--- config.mk ---
export PLATFORM = sky130hd
export DESIGN_NAME = ahb_mbox_slave_flat
export DESIGN_NICKNAME = d
export VERILOG_FILES = /design/src/rtl/ahb_mbox_slave_if.sv /design/src/rtl/ahb_mbox_slave.sv /design/src/flat_wrapper.sv
export SDC_FILE = /design/constraint.sdc
export NUM_CORES = 1
export LEC_CHECK = 0
export CORE_ASPECT_RATIO = 0.9
export CORE_UTILIZATION = 47
export DETAILED_ROUTE_END_ITERATION = 6
export HOLD_SLACK_MARGIN = 0.02
export PLACE_DENSITY = 0.67
export SYNTH_ARGS = -nofsm -noshare
export SYNTH_HDL_FRONTEND = slang
export SYNTH_SLANG_ARGS = --single-unit
--- constraint.sdc ---
create_clock -name HCLK -period 5.1 [get_ports HCLK]
set_input_delay 0.51 -clock HCLK [delete_from_list [all_inputs] [get_ports HCLK]]
set_output_delay 0.51 -clock HCLK [all_outputs]
set_load 0.05 [all_outputs]
--- src/rtl/ahb_mbox_slave_if.sv ---
// AHB-lite slave-side bus bundle for the mailbox responder.
interface ahb_mbox_slave_if;
  logic        HSEL;
  logic [31:0] HADDR;
  logic [1:0]  HTRANS;
  logic        HWRITE;
  logic [1:0]  HSIZE;
  logic [31:0] HWDATA;
  logic        HREADYin;
  logic        HREADYout;
  logic [31:0] HRDATA;
  logic [1:0]  HRESP;

  modport master (
    output HSEL, HADDR, HTRANS, HWRITE, HSIZE, HWDATA, HREADYin,
    input  HREADYout, HRDATA, HRESP
  );

  modport slave (
    input  HSEL, HADDR, HTRANS, HWRITE, HSIZE, HWDATA, HREADYin,
    output HREADYout, HRDATA, HRESP
  );
endinterface

--- src/rtl/ahb_mbox_slave.sv ---
// AHB-lite word mailbox responder: FIFO with DATA/STATUS/CTRL/THRESH registers and a level interrupt.
// Define MBOX_ERRRESP_EN to answer illegal accesses with a two-cycle ERROR response.
module ahb_mbox_slave #(
  parameter int DEPTH = 8,
  parameter int AW    = $clog2(DEPTH)
) (
  input  logic            HCLK,
  input  logic            HRESET,
  ahb_mbox_slave_if.slave bus,
  output logic            nMBINT
);

  typedef enum logic [2:0] {
    ST_IDLE  = 3'd0,
    ST_DPH   = 3'd1,
    ST_RWAIT = 3'd2,
    ST_ERR1  = 3'd3,
    ST_ERR2  = 3'd4
  } state_e;

  localparam logic [1:0]  A_DATA  = 2'b00;
  localparam logic [1:0]  A_STAT  = 2'b01;
  localparam logic [1:0]  A_CTRL  = 2'b10;
  localparam logic [1:0]  A_THR   = 2'b11;
  localparam logic [AW:0] THR_RST = (AW+1)'(DEPTH);
  localparam logic [AW:0] PTR_ONE = (AW+1)'(1);

  state_e      state_q, state_d;
  logic [1:0]  addr_q, addr_d;
  logic        write_q, write_d;
  logic        push_q, push_d;
  logic        pop_q, pop_d;
  logic [AW:0] wr_ptr_q, wr_ptr_d;
  logic [AW:0] rd_ptr_q, rd_ptr_d;
  logic [AW:0] thresh_q, thresh_d;
  logic        irq_en_q, irq_en_d;
  logic        ovf_q, ovf_d;
  logic        udf_q, udf_d;
  logic        hreadyout_q, hreadyout_d;
  logic [1:0]  hresp_q, hresp_d;
  logic [31:0] hrdata_q, hrdata_d;
  logic        nmbint_q, nmbint_d;
  logic [31:0] mem_q [DEPTH];

  logic        dph_done;
  logic        acc;
  logic        data_wr;
  logic        data_rd;
  logic        size_bad;
  logic [AW:0] count;
  logic [AW:0] count_nxt;
  logic        full_nxt;
  logic        empty_nxt;
  state_e      tgt;
  logic        tgt_push;
  logic        tgt_pop;
  logic        set_ovf;
  logic        set_udf;
  logic [31:0] status;
  logic [31:0] rd_val;
  logic        unused_bits;

  assign unused_bits   = ^{bus.HADDR[31:4], bus.HADDR[1:0], bus.HTRANS[0], bus.HSIZE};
  assign count         = wr_ptr_q - rd_ptr_q;
  assign bus.HREADYout = hreadyout_q;
  assign bus.HRESP     = hresp_q;
  assign bus.HRDATA    = hrdata_q;
  assign nMBINT        = nmbint_q;

  // Data-phase completion, address-phase decode and next-state/output computation.
  always_comb begin
    state_d   = state_q;
    addr_d    = addr_q;
    write_d   = write_q;
    push_d    = push_q;
    pop_d     = pop_q;
    wr_ptr_d  = wr_ptr_q;
    rd_ptr_d  = rd_ptr_q;
    thresh_d  = thresh_q;
    irq_en_d  = irq_en_q;
    ovf_d     = ovf_q;
    udf_d     = udf_q;
    hrdata_d  = 32'h0000_0000;
    tgt       = ST_DPH;
    tgt_push  = 1'b0;
    tgt_pop   = 1'b0;
    status    = 32'h0000_0000;
    rd_val    = 32'h0000_0000;
    dph_done  = (state_q == ST_DPH);

    // The completing data phase is folded in first so a pipelined access sees its effect.
    if (dph_done) begin
      if (push_q) begin
        wr_ptr_d = wr_ptr_q + PTR_ONE;
      end else if (pop_q) begin
        rd_ptr_d = rd_ptr_q + PTR_ONE;
      end else if (write_q) begin
        case (addr_q)
          A_CTRL: begin
            irq_en_d = bus.HWDATA[1];
            if (bus.HWDATA[0]) begin
              rd_ptr_d = wr_ptr_q;
            end else begin
              rd_ptr_d = rd_ptr_q;
            end
            if (bus.HWDATA[2]) begin
              ovf_d = 1'b0;
              udf_d = 1'b0;
            end else begin
              ovf_d = ovf_q;
              udf_d = udf_q;
            end
          end
          A_THR:   thresh_d = bus.HWDATA[AW:0];
          default: thresh_d = thresh_q;
        endcase
      end else begin
        wr_ptr_d = wr_ptr_q;
      end
    end else begin
      wr_ptr_d = wr_ptr_q;
    end

    count_nxt = wr_ptr_d - rd_ptr_d;
    full_nxt  = count_nxt[AW];
    empty_nxt = (count_nxt == {(AW+1){1'b0}});

    status[0]      = empty_nxt;
    status[1]      = full_nxt;
    status[2]      = ovf_d;
    status[3]      = udf_d;
    status[AW+8:8] = count_nxt;

    case (bus.HADDR[3:2])
      A_STAT:  rd_val = status;
      A_CTRL:  rd_val = {30'h0, irq_en_d, 1'b0};
      A_THR:   rd_val = {{(31-AW){1'b0}}, thresh_d};
      default: rd_val = 32'h0000_0000;
    endcase

    acc     = bus.HSEL & bus.HREADYin & bus.HTRANS[1];
    data_wr = (bus.HADDR[3:2] == A_DATA) &  bus.HWRITE;
    data_rd = (bus.HADDR[3:2] == A_DATA) & ~bus.HWRITE;
    set_ovf = data_wr & full_nxt;
    set_udf = data_rd & empty_nxt;

`ifdef MBOX_ERRRESP_EN
    size_bad = (bus.HSIZE != 2'b10);
    if (size_bad | set_ovf | set_udf) begin
      tgt = ST_ERR1;
    end else if (data_rd) begin
      tgt     = ST_RWAIT;
      tgt_pop = 1'b1;
    end else begin
      tgt      = ST_DPH;
      tgt_push = data_wr;
    end
`else
    size_bad = 1'b0;
    if (data_rd & ~empty_nxt & ~size_bad) begin
      tgt     = ST_RWAIT;
      tgt_pop = 1'b1;
    end else begin
      tgt      = ST_DPH;
      tgt_push = data_wr & ~full_nxt;
    end
`endif

    case (state_q)
      ST_IDLE, ST_DPH, ST_ERR2: begin
        if (acc) begin
          state_d = tgt;
          addr_d  = bus.HADDR[3:2];
          write_d = bus.HWRITE;
          push_d  = tgt_push;
          pop_d   = tgt_pop;
          ovf_d   = ovf_d | set_ovf;
          udf_d   = udf_d | set_udf;
          if (~bus.HWRITE && (tgt == ST_DPH)) begin
            hrdata_d = rd_val;
          end else begin
            hrdata_d = 32'h0000_0000;
          end
        end else begin
          state_d = ST_IDLE;
          write_d = 1'b0;
          push_d  = 1'b0;
          pop_d   = 1'b0;
        end
      end
      ST_RWAIT: begin
        state_d  = ST_DPH;
        hrdata_d = mem_q[rd_ptr_q[AW-1:0]];
      end
      ST_ERR1: state_d = ST_ERR2;
      default: state_d = ST_IDLE;
    endcase

    hreadyout_d = ~((state_d == ST_RWAIT) || (state_d == ST_ERR1));
    hresp_d     = ((state_d == ST_ERR1) || (state_d == ST_ERR2)) ? 2'b01 : 2'b00;
    nmbint_d    = ~(irq_en_q & (count >= thresh_q));
  end

  // State, FIFO pointers, control registers and bus outputs.
  always_ff @(posedge HCLK) begin
    if (HRESET) begin
      state_q     <= ST_IDLE;
      addr_q      <= 2'b00;
      write_q     <= 1'b0;
      push_q      <= 1'b0;
      pop_q       <= 1'b0;
      wr_ptr_q    <= {(AW+1){1'b0}};
      rd_ptr_q    <= {(AW+1){1'b0}};
      thresh_q    <= THR_RST;
      irq_en_q    <= 1'b0;
      ovf_q       <= 1'b0;
      udf_q       <= 1'b0;
      hreadyout_q <= 1'b1;
      hresp_q     <= 2'b00;
      hrdata_q    <= 32'h0000_0000;
      nmbint_q    <= 1'b1;
    end else begin
      state_q     <= state_d;
      addr_q      <= addr_d;
      write_q     <= write_d;
      push_q      <= push_d;
      pop_q       <= pop_d;
      wr_ptr_q    <= wr_ptr_d;
      rd_ptr_q    <= rd_ptr_d;
      thresh_q    <= thresh_d;
      irq_en_q    <= irq_en_d;
      ovf_q       <= ovf_d;
      udf_q       <= udf_d;
      hreadyout_q <= hreadyout_d;
      hresp_q     <= hresp_d;
      hrdata_q    <= hrdata_d;
      nmbint_q    <= nmbint_d;
    end
  end

  // FIFO storage; HWDATA is captured at the end of a DATA write data phase.
  always_ff @(posedge HCLK) begin
    if (~HRESET && dph_done && push_q) begin
      mem_q[wr_ptr_q[AW-1:0]] <= bus.HWDATA;
    end
  end

endmodule

--- src/flat_wrapper.sv ---
// flat-port wrapper written by rule: the top's interface ports become plain ports
module ahb_mbox_slave_flat 
#(
  parameter int DEPTH = 8,
  parameter int AW    = $clog2(DEPTH)
)
  (HCLK, HRESET, nMBINT, bus_HSEL, bus_HADDR, bus_HTRANS, bus_HWRITE, bus_HSIZE, bus_HWDATA, bus_HREADYin, bus_HREADYout, bus_HRDATA, bus_HRESP);
  ahb_mbox_slave_if bus_i ();
  input  logic HCLK;
  input  logic HRESET;
  output logic nMBINT;
  input wire logic [$bits(bus_i.HSEL)-1:0] bus_HSEL;
  input wire logic [$bits(bus_i.HADDR)-1:0] bus_HADDR;
  input wire logic [$bits(bus_i.HTRANS)-1:0] bus_HTRANS;
  input wire logic [$bits(bus_i.HWRITE)-1:0] bus_HWRITE;
  input wire logic [$bits(bus_i.HSIZE)-1:0] bus_HSIZE;
  input wire logic [$bits(bus_i.HWDATA)-1:0] bus_HWDATA;
  input wire logic [$bits(bus_i.HREADYin)-1:0] bus_HREADYin;
  output wire logic [$bits(bus_i.HREADYout)-1:0] bus_HREADYout;
  output wire logic [$bits(bus_i.HRDATA)-1:0] bus_HRDATA;
  output wire logic [$bits(bus_i.HRESP)-1:0] bus_HRESP;
  assign bus_i.HSEL = bus_HSEL;
  assign bus_i.HADDR = bus_HADDR;
  assign bus_i.HTRANS = bus_HTRANS;
  assign bus_i.HWRITE = bus_HWRITE;
  assign bus_i.HSIZE = bus_HSIZE;
  assign bus_i.HWDATA = bus_HWDATA;
  assign bus_i.HREADYin = bus_HREADYin;
  assign bus_HREADYout = bus_i.HREADYout;
  assign bus_HRDATA = bus_i.HRDATA;
  assign bus_HRESP = bus_i.HRESP;
  ahb_mbox_slave #(.DEPTH(DEPTH), .AW(AW)) u_core (.HCLK(HCLK), .HRESET(HRESET), .bus(bus_i), .nMBINT(nMBINT));
endmodule
==> results of run 1 <==
==> worst register-to-register path, cell delays in order (launching register included) <==
cell and delay [ns]:
dfxtp_1 0.45, or4b_1 0.67, nor2_1 0.15, a21oi_1 0.06, a21oi_1 0.20, ha_1 0.19, inv_1 0.06, fa_1 0.40
xor2_1 0.19, or3_1 0.36, a2111oi_4 0.34, nor2_2 0.10, a221oi_2 0.23
==> kinds of logic (layout without fill, tap and decap cells) <==
kind of cell	count (synthesis)	count (layout)	synth area share
AND/OR/NAND/NOR	151	151	0.0609
other	1	2	0.000309
buffers and inverters	52	164	0.0173
multiplexers	75	75	0.128
adder cells (fa/ha/maj)	14	14	0.0157
flip-flops	314	314	0.729
XOR/XNOR	8	8	0.00577
AO/OA/AOI/OAI	79	79	0.0429
==> cell usage in the layout (no fill, tap or decap), types with 4 or more instances in the layout <==
master	Yosys	layout
nor3_1	7	5
xnor2_1	4	4
nor2b_1	7	7
o22ai_1	6	6
o21ai_0	7	7
nand2_1	75	75
nor2_1	25	19
or3_1	4	4
a21oi_1	43	43
clkinv_1	1	6
clkdlybuf4s50_1	0	74
dfxtp_1	58	56
mux4_2	64	64
xor2_1	4	4
buf_4	1	18
nor2_4	0	6
clkbuf_16	0	30
a21o_1	5	5
nand3_1	6	6
nand2b_1	5	5
ha_1	12	12
mux2i_1	8	8
clkbuf_1	24	10
edfxtp_1	256	256
inv_1	15	15
==> worst min path at each step <==
stage,to,slack [ns],from
detailed placement,u_core.thresh_q[1]$_SDFF_PP0_,0.48,u_core.thresh_q[1]$_SDFF_PP0_
CTS,u_core.thresh_q[1]$_SDFF_PP0_,0.49,u_core.thresh_q[1]$_SDFF_PP0_
finish,u_core.thresh_q[1]$_SDFF_PP0_,0.50,u_core.thresh_q[1]$_SDFF_PP0_
floorplan,u_core.addr_q[1]$_SDFFE_PP0P_,0.45,u_core.addr_q[1]$_SDFFE_PP0P_
global route,u_core.ovf_q$_SDFF_PP0_,0.52,u_core.ovf_q$_SDFF_PP0_
global placement,u_core.thresh_q[1]$_SDFF_PP0_,0.47,u_core.thresh_q[1]$_SDFF_PP0_
==> stage by stage <==
stage / utilization / area [um2] / setup WS (ns) / instances
4_1_cts: 0.568 / 14300 / 1.46 / 1148
3_3_place_gp: 0.529 / 13400 / 1.05 / 1092
3_5_place_dp: 0.529 / 13400 / 0.911 / 1092
5_1_grt: 0.568 / 14300 / 1.27 / 1148
2_1_floorplan: - / 12100 / 1.34 / 694
6_report: 0.568 / 14300 / 1.43 / 1149
==> layer usage <==
metal  track usage  vias up  wire, um
li1              -     2887         -
met1         0.270     3270     11000
met2         0.310      185     11600
met3        0.0333       41      1340
met4        0.0429        0       471
met5             0        -         0
==> flip-flops by register name, indices dropped and copies added (netlist names), 2 cells and up <==
name / cells
u_core.bus.HRDATA: 32
u_core.addr_q: 2
u_core.wr_ptr_q: 4
u_core.state_q: 3
u_core.mem_q: 256
u_core.thresh_q: 4
u_core.rd_ptr_q: 4
==> report_power, final <==
group	switching, mW	leakage [nW]	internal [mW]
logic	0.0409	1.33	0.0317
registers	0.00145	2.77	2.77
clock network	0.908	0.481	1.29
==> layout make-up <==
cell class	instances	area (um2)
fillers	1935	10900
diodes	1	2.50
clock inverters	12	154
clock buffers	44	837
multi-input cells	328	3130
well taps	342	428
inverters	16	60.1
flip-flops and latches	314	8850
repair buffers	92	876
==> metrics.md, run 1 <==
| Metric | Value |
|---|---|
| Skew final | `0.0306 ns` |
| Worst setup path end | `u_core.state_q[0]$_SDFF_PP0_` |
| Synth Flop Type | `edfxtp_1` |
| Req. time, crit path | `5.56 ns` |
| Die W | `171 um` |
| Status | `finished clean` |
| Internal reg-to-reg setup slack | `1.62 ns` |
| WS Path Type | `in2reg` |
| Final period util | `0.720` |
| HPWL after DPL | `14,100 um` |
| Critical Path End Type | `flip-flop` |
| VDD IR max | `443 uV` |
| GR Util All Layers | `0.191` |
| Worst Hold Class | `reg2reg` |
| Sink Count | `314` |
| DRC | `0` |
| Post-CTS sizing | `0` |
| Max clock buf depth | `3` |
| Synthesis Warnings | `0` |
| Cell depth of the worst flop-to-flop path | `12` |
| Grt total ovfl | `0` |
| CTS buffer count | `30` |
| CP bufs+invs | `1` |
| Initial antenna violation count | `1` |
| Die Span Y | `154 um` |
| Syn_area_per_cell | `17.5 um2` |
| Antenna-violating nets left | `0` |
| Power consumption | `5.04 mW` |
| Hold_buf cts | `0` |
| First-pass GRT wire length | `38,000 um` |
| Layout cell share with drive strength beyond 1 | `0.184` |
| Final Max Tran Viols | `0` |
| Fin crit period | `3.67 ns` |
| PwrDens | `351 mW/mm2` |
| Async SR Flop Fraction | `0` |
| Worst Hold Depth | `2` |
| P_leak | `4.58 nW` |
| Core area | `0.0253 mm2` |
| Setup violators final | `0` |
| Reg2reg start | `u_core.state_q[0]$_SDFF_PP0_` |
| Post-synth net total | `781` |
| I/O pin count | `109` |
| Clock-pin slew on the worst setup and hold paths | `0.06 ns` |
| Clock insertion delay at the later pin of the skew report | `0.57 ns` |
| Initial Util | `0.481` |
| #FFs+latches synth | `314` |
| Die area | `0.0265 mm2` |
| CP Cell Sequence | `clkdlybuf4s50_1 -> and4b_1 -> nand2_1 -> o22a_1 -> o21ai_0 -> ha_1 -> nor2b_1 -> o21a_1 -> o211a_2 -> a2111oi_4 -> nor2_2 -> a221oi_2` |
| First drt pass iteration count | `5` |
| Post-Route WL | `24,400 um` |
| Peak fanout along the critical path | `10` |
| Slew headroom | `0.449` |
| Number of distinct library cells after synthesis | `57` |
| Clock root cell | `clkbuf_16` |
| Crit path max-delay cell type | `clkdlybuf4s50_1` |
| CTS tree | `yes` |
| # port buffers | `74` |
| Most common cell in the synthesized netlist | `edfxtp_1` |
| Post-synth top area cell | `edfxtp_1` |
| Max capacitance violation total | `0` |
| Netlist Area Pre-Place | `0.0121 mm2` |
| Fmax | `272 MHz` |
| Largest net degree at the start of global routing | `41` |
| Commonest cells post-synth | `edfxtp_1 (256), nand2_1 (75), mux4_2 (64)` |
| Crit path DAT | `4.13 ns` |
| Placer Congestion | `0.842` |
| Startpoint Class | `primary input` |
| Fin. Hold Viols | `0` |
| Post-layout net count | `869` |
| Vias per inst | `5.56` |
| Sequential-to-total area share from yosys stat | `0.729` |
| P&R area growth vs syn | `18.2%` |
| Vias | `6,383` |
| Post-CTS Setup Repair Bufs | `0` |
| RSZ-0062 raised after global routing | `no` |
| Slowest stage delay, CP | `0.71 ns` |
| Largest cells by area after synthesis | `edfxtp_1 (63%), mux4_2 (12%), dfxtp_1 (9.6%)` |
| Beginning of the critical path | `bus_HWDATA[0]` |
| Std-Cell Rows | `55` |
| CP delay by family, top | `compound AO/OA/AOI/OAI gates` |
| Cell count after synthesis | `694` |
| R2r endpoint | `u_core.state_q[0]$_SDFF_PP0_` |
| 1st-iter DRT viols | `658` |
| WHS | `0.497 ns` |
| Drt wl/cell | `21.2 um` |
| Worst slew pin tran | `0.827 ns` |
| Post-synth EDFFs | `256` |
| Vias in the first global route | `6,617` |
| Setup TNS | `0 ns` |
| Crit. path cell count | `12` |
| Synth top area share | `0.633` |
| Max H-tree Level | `1` |
Note: power is estimated with default switching activity, not from simulation.
==> run 2: changes to the inputs <==
--- a/config.mk
+++ b/config.mk
@@ -9,7 +9,7 @@
 export CORE_UTILIZATION = 47
 export DETAILED_ROUTE_END_ITERATION = 6
 export HOLD_SLACK_MARGIN = 0.02
-export PLACE_DENSITY = 0.67
+export PLACE_DENSITY = 0.7
 export SYNTH_ARGS = -nofsm -noshare
 export SYNTH_HDL_FRONTEND = slang
 export SYNTH_SLANG_ARGS = --single-unit
==> constraint.sdc (replaced) <==
create_clock -name HCLK -period 3 [get_ports HCLK]
set_input_delay 0.3 -clock HCLK [delete_from_list [all_inputs] [get_ports HCLK]]
set_output_delay 0.3 -clock HCLK [all_outputs]
set_load 0.05 [all_outputs]
==> metrics.md, run 2 (synthesis results as in run 1) <==
| Metric | Value |
|---|---|
| Max reg flops | `256 (unchanged)` |
| HPWL after DPL | `14,400 um (+2.4%)` |
| Most frequent cells in the layout | `edfxtp_1 (256), clkdlybuf4s50_1 (74), nand2_1 (73), mux4_2 (64), dfxtp_1 (53)` |
| Internal reg-to-reg setup slack | `-0.02 ns (-1.64 ns)` |
| Max H-tree Level | `1 (unchanged)` |
| Die area | `0.0265 mm2 (unchanged)` |
| Cell depth of the worst flop-to-flop path | `14 (+2)` |
| Skew final | `0.0350 ns (+0.00436 ns)` |
| Slew headroom | `0.542 (+0.0932)` |
| Clock-pin slew on the worst setup and hold paths | `0.06 ns (about the same)` |
| Worst slew pin tran | `0.687 ns (-0.140 ns)` |
| Fin crit period | `3.02 ns` |
| Sink Count | `314 (unchanged)` |
| Vias | `6,472 (+1.4%)` |
| Fmax | `331 MHz` |
| RSZ-0062 raised after global routing | `yes` |
| Clock insertion delay at the later pin of the skew report | `0.58 ns (about the same)` |
| Grt total ovfl | `0 (unchanged)` |
| Hold path start | `bus_HWDATA[21]` |
| Initial antenna violation count | `2 (+1)` |
| Beginning of the critical path | `u_core.state_q[2]$_SDFF_PP0_` |
| Fin. Hold Viols | `0 (unchanged)` |
| Hold_buf cts | `0 (unchanged)` |
| First drt pass iteration count | `5 (unchanged)` |
| Inst Count DP | `1,115 (+2.1%)` |
| # port buffers | `74 (unchanged)` |
| Placer Congestion | `0.840 (-0.17%)` |
| Die W | `171 um (unchanged)` |
| P&R area growth vs syn | `21.4%` |
| Setup ws final | `-0.0179 ns (-1.44 ns)` |
| Max capacitance violation total | `0 (unchanged)` |
| Core area | `0.0253 mm2 (unchanged)` |
| PwrDens | `598 mW/mm2 (+70%)` |
| Reg2reg start | `u_core.state_q[2]$_SDFF_PP0_` |
| Worst Hold Class | `in2reg` |
| Final period util | `1.01` |
| Post-layout net count | `894 (+2.9%)` |
| WS Path Type | `reg2reg` |
| Std-Cell Rows | `55 (unchanged)` |
| I/O pin count | `109 (unchanged)` |
| Post-Route WL | `24,900 um (+2.1%)` |
| Worst setup path end | `u_core.pop_q$_SDFFE_PP0N_` |
| Max clock buf depth | `3 (unchanged)` |
| Layout cell share with drive strength beyond 1 | `0.233 (+0.0498)` |
| 1st-iter DRT viols | `523 (-21%)` |
| Largest net degree at the start of global routing | `37 (-9.8%)` |
| Filler instances | `1,868 (-3.5%)` |
| VDD IR max | `447 uV (+0.87%)` |
| CTS tree | `yes` |
| Final cell count without fillers | `1,174 (+2.2%)` |
| Vias per inst | `5.51 (-0.76%)` |
| DRC | `0 (unchanged)` |
| Startpoint Class | `flip-flop` |
| Drt wl/cell | `21.2 um (about the same)` |
| R2r endpoint | `u_core.pop_q$_SDFFE_PP0N_` |
| Setup TNS | `-0.0179 ns (-0.0179 ns)` |
| GR Util All Layers | `0.195 (+0.00429)` |
| Leading cell type in the layout, fill and taps excluded | `edfxtp_1` |
| Final Max Tran Viols | `0 (unchanged)` |
| Clock root cell | `clkbuf_16` |
| Antenna-violating nets left | `0 (unchanged)` |
| P_leak | `4.78 nW (+4.3%)` |
| Initial Util | `0.481 (unchanged)` |
| Die Span Y | `154 um (unchanged)` |
| Violated checks | `negative setup slack` |
| Setup violators final | `1 (+1)` |
| Status | `finished with violations` |
| First-pass GRT wire length | `38,400 um (+1.3%)` |
| Peak fanout along the critical path | `6 (-4)` |
| Crit path DAT | `3.46 ns (-0.67 ns)` |
| Critical Path End Type | `flip-flop` |
| Req. time, crit path | `3.44 ns (-2.12 ns)` |
| CTS buffer count | `30 (unchanged)` |
| Vias in the first global route | `6,768 (+2.3%)` |
==> run 2: cell types whose count changed in the layout (fill, tap and decap cells not counted), sizes merged <==
cell | before | now
buf | 18 | 43
clkbuf | 44 | 36
clkinv | 10 | 14
bufinv | 3 | 6
clkinvlp | 0 | 1
==> run 2: area by class of cell <==
| type | instances | area, um2 | share of cell area |
|---|---|---|---|
| Antenna cell | 1 | 2.50 | 0.000170 |
| Clock buffer | 36 | 783 | 0.0531 |
| Clock inverter | 20 | 277 | 0.0188 |
| Inverter | 16 | 60.1 | 0.00408 |
| Multi-Input combinational cell | 328 | 3200 | 0.217 |
| Sequential cell | 314 | 8860 | 0.601 |
| Tap cell | 342 | 428 | 0.0290 |
| Timing Repair Buffer | 117 | 1130 | 0.0769 |
==> run 2: worst min-delay path by stage <==
| stage | to | depth (start not counted) |
|---|---|---|
| detailed placement | u_core.thresh_q[1]$_SDFF_PP0_ | 2 |
| global placement | u_core.thresh_q[1]$_SDFF_PP0_ | 2 |
| global route | u_core.mem_q[3][10]$_DFFE_PP_ | 1 |
| CTS | u_core.mem_q[6][31]$_DFFE_PP_ | 1 |
| finish | u_core.mem_q[3][21]$_DFFE_PP_ | 1 |
| floorplan | u_core.mem_q[0][0]$_DFFE_PP_ | 0 |
==> run 2: critical path, stage by stage, from the launching register on <==
cell and delay (ns):
dfxtp_2 0.33, buf_6 0.13, nor4b_4 0.30, buf_4 0.19, nand2_4 0.06, a21oi_2 0.16
a21oi_2 0.05, ha_2 0.20, inv_2 0.06, fa_2 0.43, or3_4 0.39, a2111oi_4 0.25
buf_4 0.18, nor3_4 0.04, a21o_1 0.15
==> run 2: through the flow <==
step	hold slack, ns	setup slack (ns)	power [mW]	cell area [um2]	utilization
2_1_floorplan	0.399	-0.0504	4.83	12200	-
3_3_place_gp	0.473	-0.270	4.92	13600	0.539
3_5_place_dp	0.464	-0.418	4.93	13600	0.539
4_1_cts	0.421	-0.0303	8.88	14700	0.581
5_1_grt	0.454	-0.178	9.05	14700	0.583
6_report	0.456	-0.0179	8.81	14700	0.584
==> run 2: what timing repair did <==
item / 4_1_cts / 5_1_grt
buffers inserted: 0 / 2
gates cloned: 0 / 0
pin swaps: 0 / 3
resized for setup: 5 / 11
endpoints found under the setup margin: 7 / 9
==> run 2: report_power, final <==
group	leakage [nW]	switching [mW]	internal, mW
Sequential	2.77	0.00128	4.70
Combinational	1.49	0.0736	0.0575
Clock	0.517	1.59	2.38
==> run 2: layer usage <==
layer / wire length (um) / track usage / up-vias
li1: - / - / 2923
met1: 10800 / 0.269 / 3290
met2: 12000 / 0.324 / 220
met3: 1650 / 0.0351 / 37
met4: 423 / 0.0434 / 2
met5: 13 / 0 / -
==> run 3: changes to the inputs <==
--- a/config.mk
+++ b/config.mk
@@ -6,10 +6,10 @@
 export NUM_CORES = 1
 export LEC_CHECK = 0
 export CORE_ASPECT_RATIO = 0.9
-export CORE_UTILIZATION = 47
+export CORE_UTILIZATION = 52
 export DETAILED_ROUTE_END_ITERATION = 6
 export HOLD_SLACK_MARGIN = 0.02
-export PLACE_DENSITY = 0.7
+export PLACE_DENSITY = 0.76
 export SYNTH_ARGS = -nofsm -noshare
 export SYNTH_HDL_FRONTEND = slang
 export SYNTH_SLANG_ARGS = --single-unit
==> metrics.md, run 3 (synthesis results as in run 1) <==
| Metric | Value |
|---|---|
| DRC | `0 (unchanged)` |
| Most frequent cells in the layout | `edfxtp_1 (256), nand2_1 (74), clkdlybuf4s50_1 (74), mux4_2 (64), dfxtp_1 (53)` |
| Clock insertion delay at the later pin of the skew report | `0.56 ns (-0.02 ns)` |
| Setup ws final | `-0.0417 ns (-0.0239 ns)` |
| Inst Count DP | `1,081 (-3.0%)` |
| Ant diodes | `0 (-1)` |
| First-pass GRT wire length | `39,100 um (+1.6%)` |
| Comb pwr share | `0.016 (about the same)` |
| Startpoint Class | `flip-flop` |
| Initial antenna violation count | `0 (-2)` |
| Drt wl/cell | `22.2 um (+4.7%)` |
| Crit path DAT | `3.51 ns (+0.05 ns)` |
| Antenna-violating nets left | `0 (unchanged)` |
| Core area | `0.0227 mm2 (-10%)` |
| Filler instances | `1,584 (-15%)` |
| Layout cell share with drive strength beyond 1 | `0.231 (-0.00223)` |
| GR Util All Layers | `0.217 (+0.0221)` |
| WS Path Type | `reg2reg` |
| Die Span Y | `147 um (-4.9%)` |
| Vias | `6,526 (+0.83%)` |
| 1st-iter DRT viols | `626 (+20%)` |
| Die W | `163 um (-4.9%)` |
| Vias in the first global route | `6,787 (+0.28%)` |
| First drt pass iteration count | `5 (unchanged)` |
| Cell depth of the worst flop-to-flop path | `12 (-2)` |
| Fin crit period | `3.04 ns (+0.0239 ns)` |
| Power consumption | `8.29 mW (-5.9%)` |
| Std-Cell Rows | `52 (-5.5%)` |
| Initial Util | `0.535 (+0.0539)` |
| Setup violators final | `1 (unchanged)` |
| Post-Route WL | `25,200 um (+1.3%)` |
| Leading cell type in the layout, fill and taps excluded | `edfxtp_1` |
| Multi-input logic area | `0.00319 mm2 (-0.27%)` |
| Violated checks | `negative setup slack` |
| Largest net degree at the start of global routing | `41 (+11%)` |
| Clock network power share | `0.417 (-0.034)` |
| Req. time, crit path | `3.47 ns (+0.03 ns)` |
| HPWL after DPL | `14,700 um (+1.8%)` |
| Grt total ovfl | `0 (unchanged)` |
| Reg power frac | `0.567 (+0.033)` |
| Max capacitance violation total | `0 (unchanged)` |
| Fin. Hold Viols | `0 (unchanged)` |
| Final cell count without fillers | `1,136 (-3.2%)` |
| Max H-tree Level | `1 (unchanged)` |
| VDD IR max | `528 uV (+18%)` |
| Vias per inst | `5.74 (+4.2%)` |
| P_leak | `4.72 nW (-1.3%)` |
| Worst Hold Depth | `1 (unchanged)` |
| Worst Hold Class | `in2reg` |
| Post-layout net count | `903 (+1.0%)` |
| Final instance area | `0.0146 mm2 (-1.2%)` |
| Critical Path End Type | `flip-flop` |
| Reg area | `0.00886 mm2 (about the same)` |
| Skew final | `0.00857 ns (-0.0264 ns)` |
| Net Sw Frac | `0.195 (+0.00692)` |
| PwrDens | `570 mW/mm2 (-4.7%)` |
| Placed Area | `0.0136 mm2 (+0.10%)` |
| Placer Congestion | `0.887 (+5.5%)` |
| CTS tree | `yes` |
| Final Util | `0.641 (+0.0575)` |
| Status | `finished with violations` |
| Max reg flops | `256 (unchanged)` |
| P&R area growth vs syn | `19.9%` |
| Worst slew pin tran | `0.800 ns (+0.113 ns)` |
| Max clock buf depth | `3 (unchanged)` |
| Final period util | `1.01 (+0.00796)` |
| Setup TNS | `-0.0417 ns (-0.0239 ns)` |
| Pint | `6.67 mW (-6.7%)` |
| Clock root cell | `clkbuf_16` |
| RSZ-0062 raised after global routing | `yes` |
| Sink Count | `314 (unchanged)` |
| I/O pin count | `109 (unchanged)` |
| Fmax | `329 MHz (-0.78%)` |
| P_sw | `1.62 mW (-2.4%)` |
| # port buffers | `74 (unchanged)` |
| Slew headroom | `0.466 (-0.0754)` |
| Die area | `0.0240 mm2 (-9.5%)` |
| Final Max Tran Viols | `0 (unchanged)` |
| WHS | `0.464 ns (+0.00874 ns)` |
| Worst slack, placed | `-0.371 ns (+0.0474 ns)` |
| Peak fanout along the critical path | `4 (-2)` |
| CTS buffer count | `29 (-3.3%)` |
| Clock-pin slew on the worst setup and hold paths | `0.06 ns (about the same)` |
==> run 3: worst max-delay path, cell delays in order (launching register included) <==
cell	delay, ns
dfxtp_4	0.35
buf_4	0.15
nor4b_4	0.28
nand2_1	0.15
o22ai_1	0.21
a21oi_2	0.10
ha_2	0.21
inv_2	0.06
fa_2	0.44
or3_4	0.39
a2111oi_4	0.32
nor2_2	0.09
a221oi_2	0.21
==> run 3: power by group through the flow <==
stage | clock (mW) | combinational, mW | sequential [mW]
6_report | 3.45 | 0.132 | 4.70
5_1_grt | 3.68 | 0.142 | 4.70
4_1_cts | 3.50 | 0.131 | 4.70
3_5_place_dp | 0 | 0.129 | 4.80
3_3_place_gp | 0 | 0.119 | 4.80
2_1_floorplan | 0 | 0.0251 | 4.80
==> run 3: area by class of cell <==
type | instances | area share
clock buffer | 41 | 0.0536
clock inverter | 13 | 0.00731
inverter | 16 | 0.00413
multi-input combinational | 328 | 0.219
sequential | 314 | 0.609
tap | 297 | 0.0255
timing repair buffer | 127 | 0.0817
==> run 3: final timing paths <==
check,slack (ns),end,startpoint
min reg2reg,0.48,u_core.push_q$_SDFFE_PP0N_,u_core.push_q$_SDFFE_PP0N_
max reg2reg,-0.04,u_core.state_q[0]$_SDFF_PP0_,u_core.state_q[2]$_SDFF_PP0_
min,0.46,u_core.mem_q[7][12]$_DFFE_PP_,bus_HWDATA[12]
max,-0.04,u_core.state_q[0]$_SDFF_PP0_,u_core.state_q[2]$_SDFF_PP0_
==> run 3: routing by layer <==
metal | routed length [um] | GRT usage
met5 | 0 | 0
met1 | 11000 | 0.307
met2 | 11900 | 0.347
met4 | 516 | 0.0561
met3 | 1790 | 0.0440
==> run 3: timing repair <==
action,4_1_cts,5_1_grt
setup buffers,1,0
pin swaps,1,1
gates resized for setup,7,6
hold buffers,0,0
endpoints found under the setup margin,9,8
